## config.mk

```make
export PLATFORM = sky130hd
export DESIGN_NAME = load_store_unit
export DESIGN_NICKNAME = d
export VERILOG_FILES = /design/src/rtl/load_store_unit.sv
export SDC_FILE = /design/constraint.sdc
export NUM_CORES = 1
export LEC_CHECK = 0
export CORE_ASPECT_RATIO = 1.4
export CORE_MARGIN = 5
export CORE_UTILIZATION = 54
export DETAILED_ROUTE_END_ITERATION = 6
export PLACE_DENSITY = 0.87
export SYNTH_ARGS = -nofsm -noshare
export SYNTH_HDL_FRONTEND = slang
export SYNTH_SLANG_ARGS = --single-unit
```

## constraint.sdc

```tcl
create_clock -name clk_i -period 3.9 [get_ports clk_i]
set_clock_uncertainty 0.05 [all_clocks]
set_input_delay 0.39 -clock clk_i [delete_from_list [all_inputs] [get_ports clk_i]]
set_output_delay 0.39 -clock clk_i [all_outputs]
set_load 0.1 [all_outputs]
```

## src/rtl/load_store_unit.sv

```systemverilog
// -----------------------------------------------------------------------------
// load_store_unit
//
// Memory-side responder for the decoder's load/store strobes. One request is
// accepted at a time and turned into one or two word-aligned transactions on a
// simple req/ack bus. Load data is right-aligned and sign- or zero-extended
// before being returned with a one-cycle done pulse. busy_o stalls the core
// while a request is being accepted or is on the bus.
//
// Optional feature (compile-time macro):
//   LSU_MISALIGNED_SPLIT_EN  defined   : accesses that cross a word boundary are
//                                        split into two bus transactions.
//                            undefined : such accesses touch no memory and
//                                        complete at once with err_o = 1.
//
// Parameters:
//   BUS_TIMEOUT  cycles to wait for bus_ack_i before aborting with err_o;
//                0 disables the timeout.
//
// Ports:
//   clk_i, rst_i        clock, synchronous active-high reset
//   en_i                core enable; requests are ignored while low
//   addr_valid_i        request strobe
//   we_i                1 = store, 0 = load
//   addr_i[31:0]        byte address
//   wdata_i[31:0]       store data, right-aligned
//   mask_i[3:0]         0001 byte, 0011 half, 1111 word (others -> word)
//   sext_i              sign-extend the load result
//   busy_o              stall the core
//   done_o              one-cycle completion pulse
//   rdata_o[31:0]       load result, valid with done_o
//   err_o               one-cycle error pulse, coincident with done_o
//   bus_req_o           bus request, held until ack
//   bus_we_o            bus write
//   bus_addr_o[31:0]    word-aligned bus address
//   bus_be_o[3:0]       byte lane enables
//   bus_wdata_o[31:0]   lane-aligned write data
//   bus_ack_i           bus completion; read data valid in the same cycle
//   bus_rdata_i[31:0]   bus read data
// -----------------------------------------------------------------------------
module load_store_unit #(
  parameter int BUS_TIMEOUT = 255
) (
  input  logic        clk_i,
  input  logic        rst_i,
  input  logic        en_i,
  input  logic        addr_valid_i,
  input  logic        we_i,
  input  logic [31:0] addr_i,
  input  logic [31:0] wdata_i,
  input  logic [3:0]  mask_i,
  input  logic        sext_i,
  output logic        busy_o,
  output logic        done_o,
  output logic [31:0] rdata_o,
  output logic        err_o,
  output logic        bus_req_o,
  output logic        bus_we_o,
  output logic [31:0] bus_addr_o,
  output logic [3:0]  bus_be_o,
  output logic [31:0] bus_wdata_o,
  input  logic        bus_ack_i,
  input  logic [31:0] bus_rdata_i
);

  // ---------------------------------------------------------------------------
  // State encoding
  // ---------------------------------------------------------------------------
  localparam logic [1:0] ST_IDLE = 2'd0;
  localparam logic [1:0] ST_BUS0 = 2'd1;
  localparam logic [1:0] ST_BUS1 = 2'd2;
  localparam logic [1:0] ST_RESP = 2'd3;

  // The counter only has to reach BUS_TIMEOUT-1: the abort is taken in the
  // cycle the counter shows that value, so bus_req_o stays up for exactly
  // BUS_TIMEOUT cycles.
  localparam int              CNT_W    = (BUS_TIMEOUT > 1) ? $clog2(BUS_TIMEOUT) : 1;
  localparam bit              TMO_EN   = (BUS_TIMEOUT > 0);
  localparam logic [CNT_W-1:0] TMO_LAST = (BUS_TIMEOUT > 0) ? CNT_W'(BUS_TIMEOUT - 1) : '0;

  // ---------------------------------------------------------------------------
  // Helpers
  // ---------------------------------------------------------------------------
  // Anything that is not a byte or half mask is handled as a full word.
  function automatic logic [3:0] norm_mask(input logic [3:0] m);
    case (m)
      4'b0001, 4'b0011: return m;
      default:          return 4'b1111;
    endcase
  endfunction

  // Byte enables across two consecutive words: [3:0] word0, [7:4] word1.
  function automatic logic [7:0] lane_enables(input logic [3:0] m, input logic [1:0] off);
    return {4'b0000, m} << off;
  endfunction

  // ---------------------------------------------------------------------------
  // Registers
  // ---------------------------------------------------------------------------
  logic [1:0]       state;
  logic             we_q;
  logic [31:0]      addr_q;
  logic [31:0]      wdata_q;
  logic [3:0]       mask_q;
  logic             sext_q;
  logic             err_q;
  logic [31:0]      r0_q;
  logic [31:0]      r1_q;
  logic [CNT_W-1:0] cnt_q;

  // ---------------------------------------------------------------------------
  // Request decode (from live inputs, used only in IDLE)
  // ---------------------------------------------------------------------------
  logic       req;
  logic [3:0] mask_in;
  logic [7:0] be8_in;
  logic       misaligned_in;

  assign req           = en_i & addr_valid_i & (state == ST_IDLE);
  assign mask_in       = norm_mask(mask_i);
  assign be8_in        = lane_enables(mask_in, addr_i[1:0]);
  assign misaligned_in = |be8_in[7:4];

  // ---------------------------------------------------------------------------
  // Latched-request derived values. Everything the bus sees is a function of
  // registered state only, so the bus outputs cannot move while a transaction
  // waits for its ack.
  // ---------------------------------------------------------------------------
  logic [1:0]  off_q;
  logic [7:0]  be8_q;
  logic [63:0] wd64_q;
  logic        misaligned_q;
  logic [31:0] word0_addr;
  logic [31:0] word1_addr;
  logic        timeout_hit;

  assign off_q        = addr_q[1:0];
  assign be8_q        = lane_enables(mask_q, off_q);
  assign wd64_q       = {32'h0000_0000, wdata_q} << {off_q, 3'b000};
  assign misaligned_q = |be8_q[7:4];
  assign word0_addr   = {addr_q[31:2], 2'b00};
  // 32-bit add wraps past the top of the address space on its own.
  assign word1_addr   = word0_addr + 32'd4;
  assign timeout_hit  = TMO_EN && (cnt_q == TMO_LAST);

  // ---------------------------------------------------------------------------
  // Sequential control
  // ---------------------------------------------------------------------------
  // NOTE: all state here uses non-blocking assignments so every register
  // samples pre-edge values; blocking assignments would make ordering matter.
  // The capture registers r0_q/r1_q are plain flops (not a memory), so they are
  // reset along with everything else and rdata_o is never X after reset.
  always_ff @(posedge clk_i) begin
    if (rst_i) begin
      state   <= ST_IDLE;
      we_q    <= 1'b0;
      addr_q  <= '0;
      wdata_q <= '0;
      mask_q  <= '0;
      sext_q  <= 1'b0;
      err_q   <= 1'b0;
      r0_q    <= '0;
      r1_q    <= '0;
      cnt_q   <= '0;
    end else begin
      case (state)
        ST_IDLE: begin
          if (req) begin
            we_q    <= we_i;
            addr_q  <= addr_i;
            wdata_q <= wdata_i;
            mask_q  <= mask_in;
            sext_q  <= sext_i;
            err_q   <= 1'b0;
            // r1 stays zero when no second word is fetched.
            r0_q    <= '0;
            r1_q    <= '0;
            cnt_q   <= '0;
`ifdef LSU_MISALIGNED_SPLIT_EN
            state   <= ST_BUS0;
`else
            if (misaligned_in) begin
              err_q <= 1'b1;
              state <= ST_RESP;
            end else begin
              state <= ST_BUS0;
            end
`endif
          end
        end

        ST_BUS0: begin
          // An ack in the terminal-count cycle wins over the timeout.
          if (bus_ack_i) begin
            r0_q  <= bus_rdata_i;
            cnt_q <= '0;
            state <= misaligned_q ? ST_BUS1 : ST_RESP;
          end else if (timeout_hit) begin
            err_q <= 1'b1;
            state <= ST_RESP;
          end else begin
            cnt_q <= cnt_q + CNT_W'(1);
          end
        end

        ST_BUS1: begin
          if (bus_ack_i) begin
            r1_q  <= bus_rdata_i;
            state <= ST_RESP;
          end else if (timeout_hit) begin
            err_q <= 1'b1;
            state <= ST_RESP;
          end else begin
            cnt_q <= cnt_q + CNT_W'(1);
          end
        end

        default: begin
          // ST_RESP: one-cycle completion, then ready for the next request.
          state <= ST_IDLE;
        end
      endcase
    end
  end

  // ---------------------------------------------------------------------------
  // Bus outputs
  // ---------------------------------------------------------------------------
  // NOTE: every output gets a default before the case so no path leaves one
  // unassigned, which would otherwise infer a latch.
  always_comb begin
    bus_req_o   = 1'b0;
    bus_we_o    = 1'b0;
    bus_addr_o  = '0;
    bus_be_o    = '0;
    bus_wdata_o = '0;
    case (state)
      ST_BUS0: begin
        bus_req_o   = 1'b1;
        bus_we_o    = we_q;
        bus_addr_o  = word0_addr;
        bus_be_o    = be8_q[3:0];
        bus_wdata_o = wd64_q[31:0];
      end
      ST_BUS1: begin
        bus_req_o   = 1'b1;
        bus_we_o    = we_q;
        bus_addr_o  = word1_addr;
        bus_be_o    = be8_q[7:4];
        bus_wdata_o = wd64_q[63:32];
      end
      default: ;
    endcase
  end

  // ---------------------------------------------------------------------------
  // Load result alignment and extension
  // ---------------------------------------------------------------------------
  logic [63:0] sh;
  logic [31:0] load_ext;

  assign sh = {r1_q, r0_q} >> {off_q, 3'b000};

  always_comb begin
    load_ext = sh[31:0];
    case (mask_q)
      4'b0001: load_ext = sext_q ? {{24{sh[7]}},  sh[7:0]}  : {24'h000000, sh[7:0]};
      4'b0011: load_ext = sext_q ? {{16{sh[15]}}, sh[15:0]} : {16'h0000,   sh[15:0]};
      default: load_ext = sh[31:0];
    endcase
  end

  // ---------------------------------------------------------------------------
  // Core-side outputs
  // ---------------------------------------------------------------------------
  assign busy_o  = req | (state == ST_BUS0) | (state == ST_BUS1);
  assign done_o  = (state == ST_RESP);
  assign err_o   = (state == ST_RESP) & err_q;
  // Stores and aborted/misaligned accesses return zero.
  assign rdata_o = ((state == ST_RESP) && !we_q && !err_q) ? load_ext : 32'h0000_0000;

endmodule
```

==> run summary <==
The number of antenna violations at the first check in global routing came out at 1. The number of global-route vias before repair came to 8781. The half-perimeter wire length after placement is 20.6 mm.

The number of cells on the worst hold path is 2. The length of the first detailed-routing pass in iterations is 6. A synthesized cell averages 7.46 um^2.

The critical path in this run is classified as reg2out. The worst ir drop on vdd is 0.383 mV. The distinct cell type count after synthesis is 69. Of the total power, the share spent switching nets is 0.424.

For hold timing, the worst endpoint is r1_q[10]$_SDFFE_PP0P_. For the worst setup path, the data required time is 3.46 ns. The area inside the core boundary came out at 15100 um^2. The analysis attributes to net switching a power of 2420 uW. Setup slack on the worst reg-to-reg path comes out at 1.26 ns. In the synthesized netlist, the number of instances is 1120.

The remaining global-route overflow came out at 0. The run finished with clean final reports. The non-filler instance count after layout is 1464.

The routing usage on met2 is 0.544. The hold violation count in the final report came out at 0. For the worst-skew pair, the clock arrives at the later sink with an insertion delay of 0.42 ns.

The logic gate share of total power came out at 0.409. For this run, the leading register cell type out of synthesis is sky130_fd_sc_hd__dfxtp_1. The startpoint identified for the worst hold timing path is r1_q[10]$_SDFFE_PP0P_.

The number of input and output port buffers inserted came out at 209. From left edge to right edge, the die measures 115 um. The power density normalized to cell area is 500 nW/um^2. The min-delay analysis places its worst path in the category reg2reg. The normalized max-slew margin is 0.303.

The worst-case setup margin in the final layout is 0.192 ns. Once the clock tree was built, the resizer swapped 0 gates to a different size. The die span in y came out at 157 um. The final critical-path required period is 3.71 ns. The pre-CTS worst setup slack came out at 0.664 ns. The final cell area excluding filler cells is 11400 um^2. The level count of the clock H-tree is 4.

After synthesis, the share of flip-flops with an asynchronous set or reset is 0. Setup repair after global routing left no endpoint under its margin. The peak fanout along the critical path is 28. In the routed design, unresolved DRC markers number 0. The number of hold buffers added after cts came out at 0. Max-cap violations in this run came to 0. The clock net in this run drives a total of 137 sinks. The routing usage on met1 is 0.352.

The top cell types in the final layout, fill and taps aside, are 238 x sky130_fd_sc_hd__nand2_1, 135 x sky130_fd_sc_hd__dfxtp_1, 125 x sky130_fd_sc_hd__a21oi_1. The layout cell share with drive strength beyond 1 is 0.176. The first global-routing pass estimated 45.3 mm of wire. The worst-margin pin slew is 1.04 ns. The register share of total power is 0.304. Once detail routing completed, the nets flagged for antenna violations numbered 0. The highest attainable clock frequency came out at 0.270 GHz.

The layout overhead on the synthesized area is 36.4%. The instance area at placement came out at 10800 um^2. The post-detailed-route wirelength per cell is 20.0 um. The destination of the worst register-to-register timing path is cnt_q[3]$_SDFFE_PP0P_.

The placement row count came out at 53. The share of the yosys chip area belonging to registers came out at 0.328. The met3 global-route usage is 0.0462.

For the worst flop-to-flop path, the logic depth is 6. Clock tree synthesis selected as its root buffer the cell sky130_fd_sc_hd__clkbuf_16. After detailed placement, the design holds a cell count of 1432. The number of setup violations in the final report came out at 0. The clock transition at the registers of the reported paths came out at 0.06 ns. The post-detailed-routing wire length is 29.3 mm. The number of enable flip-flop cells after synthesis is 0. STA classifies the critical path startpoint as a register. The last weighted congestion value of the routability-driven placer is 0.928. The worst register-to-register path begins at state[1]$_SDFFE_PP0P_. The net count of the finished layout came out at 1374. The first routing iteration left 1037 violations. The pin count of the biggest net entering global routing is 70. The global-route total usage across every layer came out at 0.313. The busiest metal layer after global routing is met2. The detailed-route vias per instance is 6.39.

The number of I/O pins came out at 212. The flop and latch count out of synthesis is 137. The number of warnings issued by yosys came out at 0.

The cell area after synthesis is 8350 um^2. The internal power came out at 3290 uW. The overall power of the completed layout is 5700 uW. The number of buffers inserted to repair setup after CTS came out at 0. The clock tree buffer depth is 2. The kind of end point of the critical path is a primary output. The clock network power share is 0.287. The initial utilization of the core area, before any placement, comes to 0.552. The clock buffer count from CTS is 17. TritonCTS built the clock tree. The final max-slew violation count came out at 0.

The critical path data arrival time came out at 3.27 ns. The area of the die is 18100 um^2. The via count is 9356.

The static power due to leakage came out at 0.00395 uW. The library cell used most frequently in the layout, excluding fill and tap cells, is sky130_fd_sc_hd__nand2_1. The period utilization came out at 0.951.
## flip-flops by register name (all words and copies together) (netlist names), 2 cells and up
signal / flops
addr_q: 32
wdata_q: 32
r1_q: 24
mask_q: 4
cnt_q: 8
state: 2
r0_q: 32
## worst max-delay path by stage
stage,end,start
2_1_floorplan,bus_be_o[3],state[1]$_SDFFE_PP0P_
3_3_place_gp,bus_addr_o[28],state[1]$_SDFFE_PP0P_
3_5_place_dp,bus_addr_o[28],state[1]$_SDFFE_PP0P_
4_1_cts,bus_addr_o[28],state[1]$_SDFFE_PP0P_
5_1_grt,bus_be_o[0],state[1]$_SDFFE_PP0P_
6_report,bus_addr_o[28],state[1]$_SDFFE_PP0P_
## final cells by class
type,count,area (um^2)
Multi-Input combinational cell,865,5250
Fill cell,1105,3720
Sequential cell,137,2750
Timing Repair Buffer,225,2520
Clock buffer,23,468
Tap cell,192,240
Clock inverter,8,119
Inverter,13,48.8
Antenna cell,1,2.50
## logic make-up after synthesis
kind of cell	share of synthesized area
AO/OA/AOI/OAI	0.247
XOR/XNOR	0.00210
adder cells (fa/ha/maj)	0.0120
buffers and inverters	0.0607
flip-flops	0.328
multiplexers	0.102
other	0.000449
AND/OR/NAND/NOR	0.248
## synth_stat cells (all sizes together) (8+ instances only)
master / number / share of area
nor2: 56 / 0.025
o22ai: 9 / 0.0067
inv: 12 / 0.0054
dfxtp: 137 / 0.33
and3: 15 / 0.011
a21oi: 125 / 0.075
clkbuf: 70 / 0.032
a31oi: 12 / 0.0090
mux2: 26 / 0.035
o31ai: 10 / 0.0090
nand4: 38 / 0.028
buf: 36 / 0.023
o2bb2ai: 8 / 0.0084
or2: 9 / 0.0067
nor3: 9 / 0.0060
and4: 8 / 0.0084
nand2: 238 / 0.11
nand3: 25 / 0.015
mux2i: 51 / 0.061
nor2b: 13 / 0.0097
o211ai: 11 / 0.0099
and2: 15 / 0.011
a22oi: 49 / 0.044
ha: 8 / 0.012
o21ai: 57 / 0.039
## per-layer routing
metal / part of all wire / up-vias
li1: - / 4315
met1: 0.35 / 4366
met2: 0.50 / 557
met3: 0.078 / 118
met4: 0.065 / 0
met5: 0 / -
## power groups by stage
stage	clock network, uW	logic, uW	registers [uW]
floorplan	0	1700	1660
detailed placement	0	2290	1750
global placement	0	2250	1740
finish	1630	2330	1730
global route	1690	2480	1750
CTS	1640	2310	1720
## per-stage QoR
step	hold slack (ns)	setup TNS, ns	util
3_3_place_gp	0.384	0	0.715
3_5_place_dp	0.397	0	0.715
5_1_grt	0.425	0	0.754
2_1_floorplan	0.378	-2.27	-
6_report	0.406	0	0.754
4_1_cts	0.398	0	0.754
## worst max-delay path, cell delays in order (launching register included)
cell	delay, ns
sky130_fd_sc_hd__dfxtp_1	0.45
sky130_fd_sc_hd__inv_1	0.11
sky130_fd_sc_hd__ha_2	0.65
sky130_fd_sc_hd__and2_1	0.55
sky130_fd_sc_hd__nand3_1	0.44
sky130_fd_sc_hd__o31ai_2	0.41
sky130_fd_sc_hd__buf_12	0.22
No activity file was read; power rests on OpenSTA's default activity.
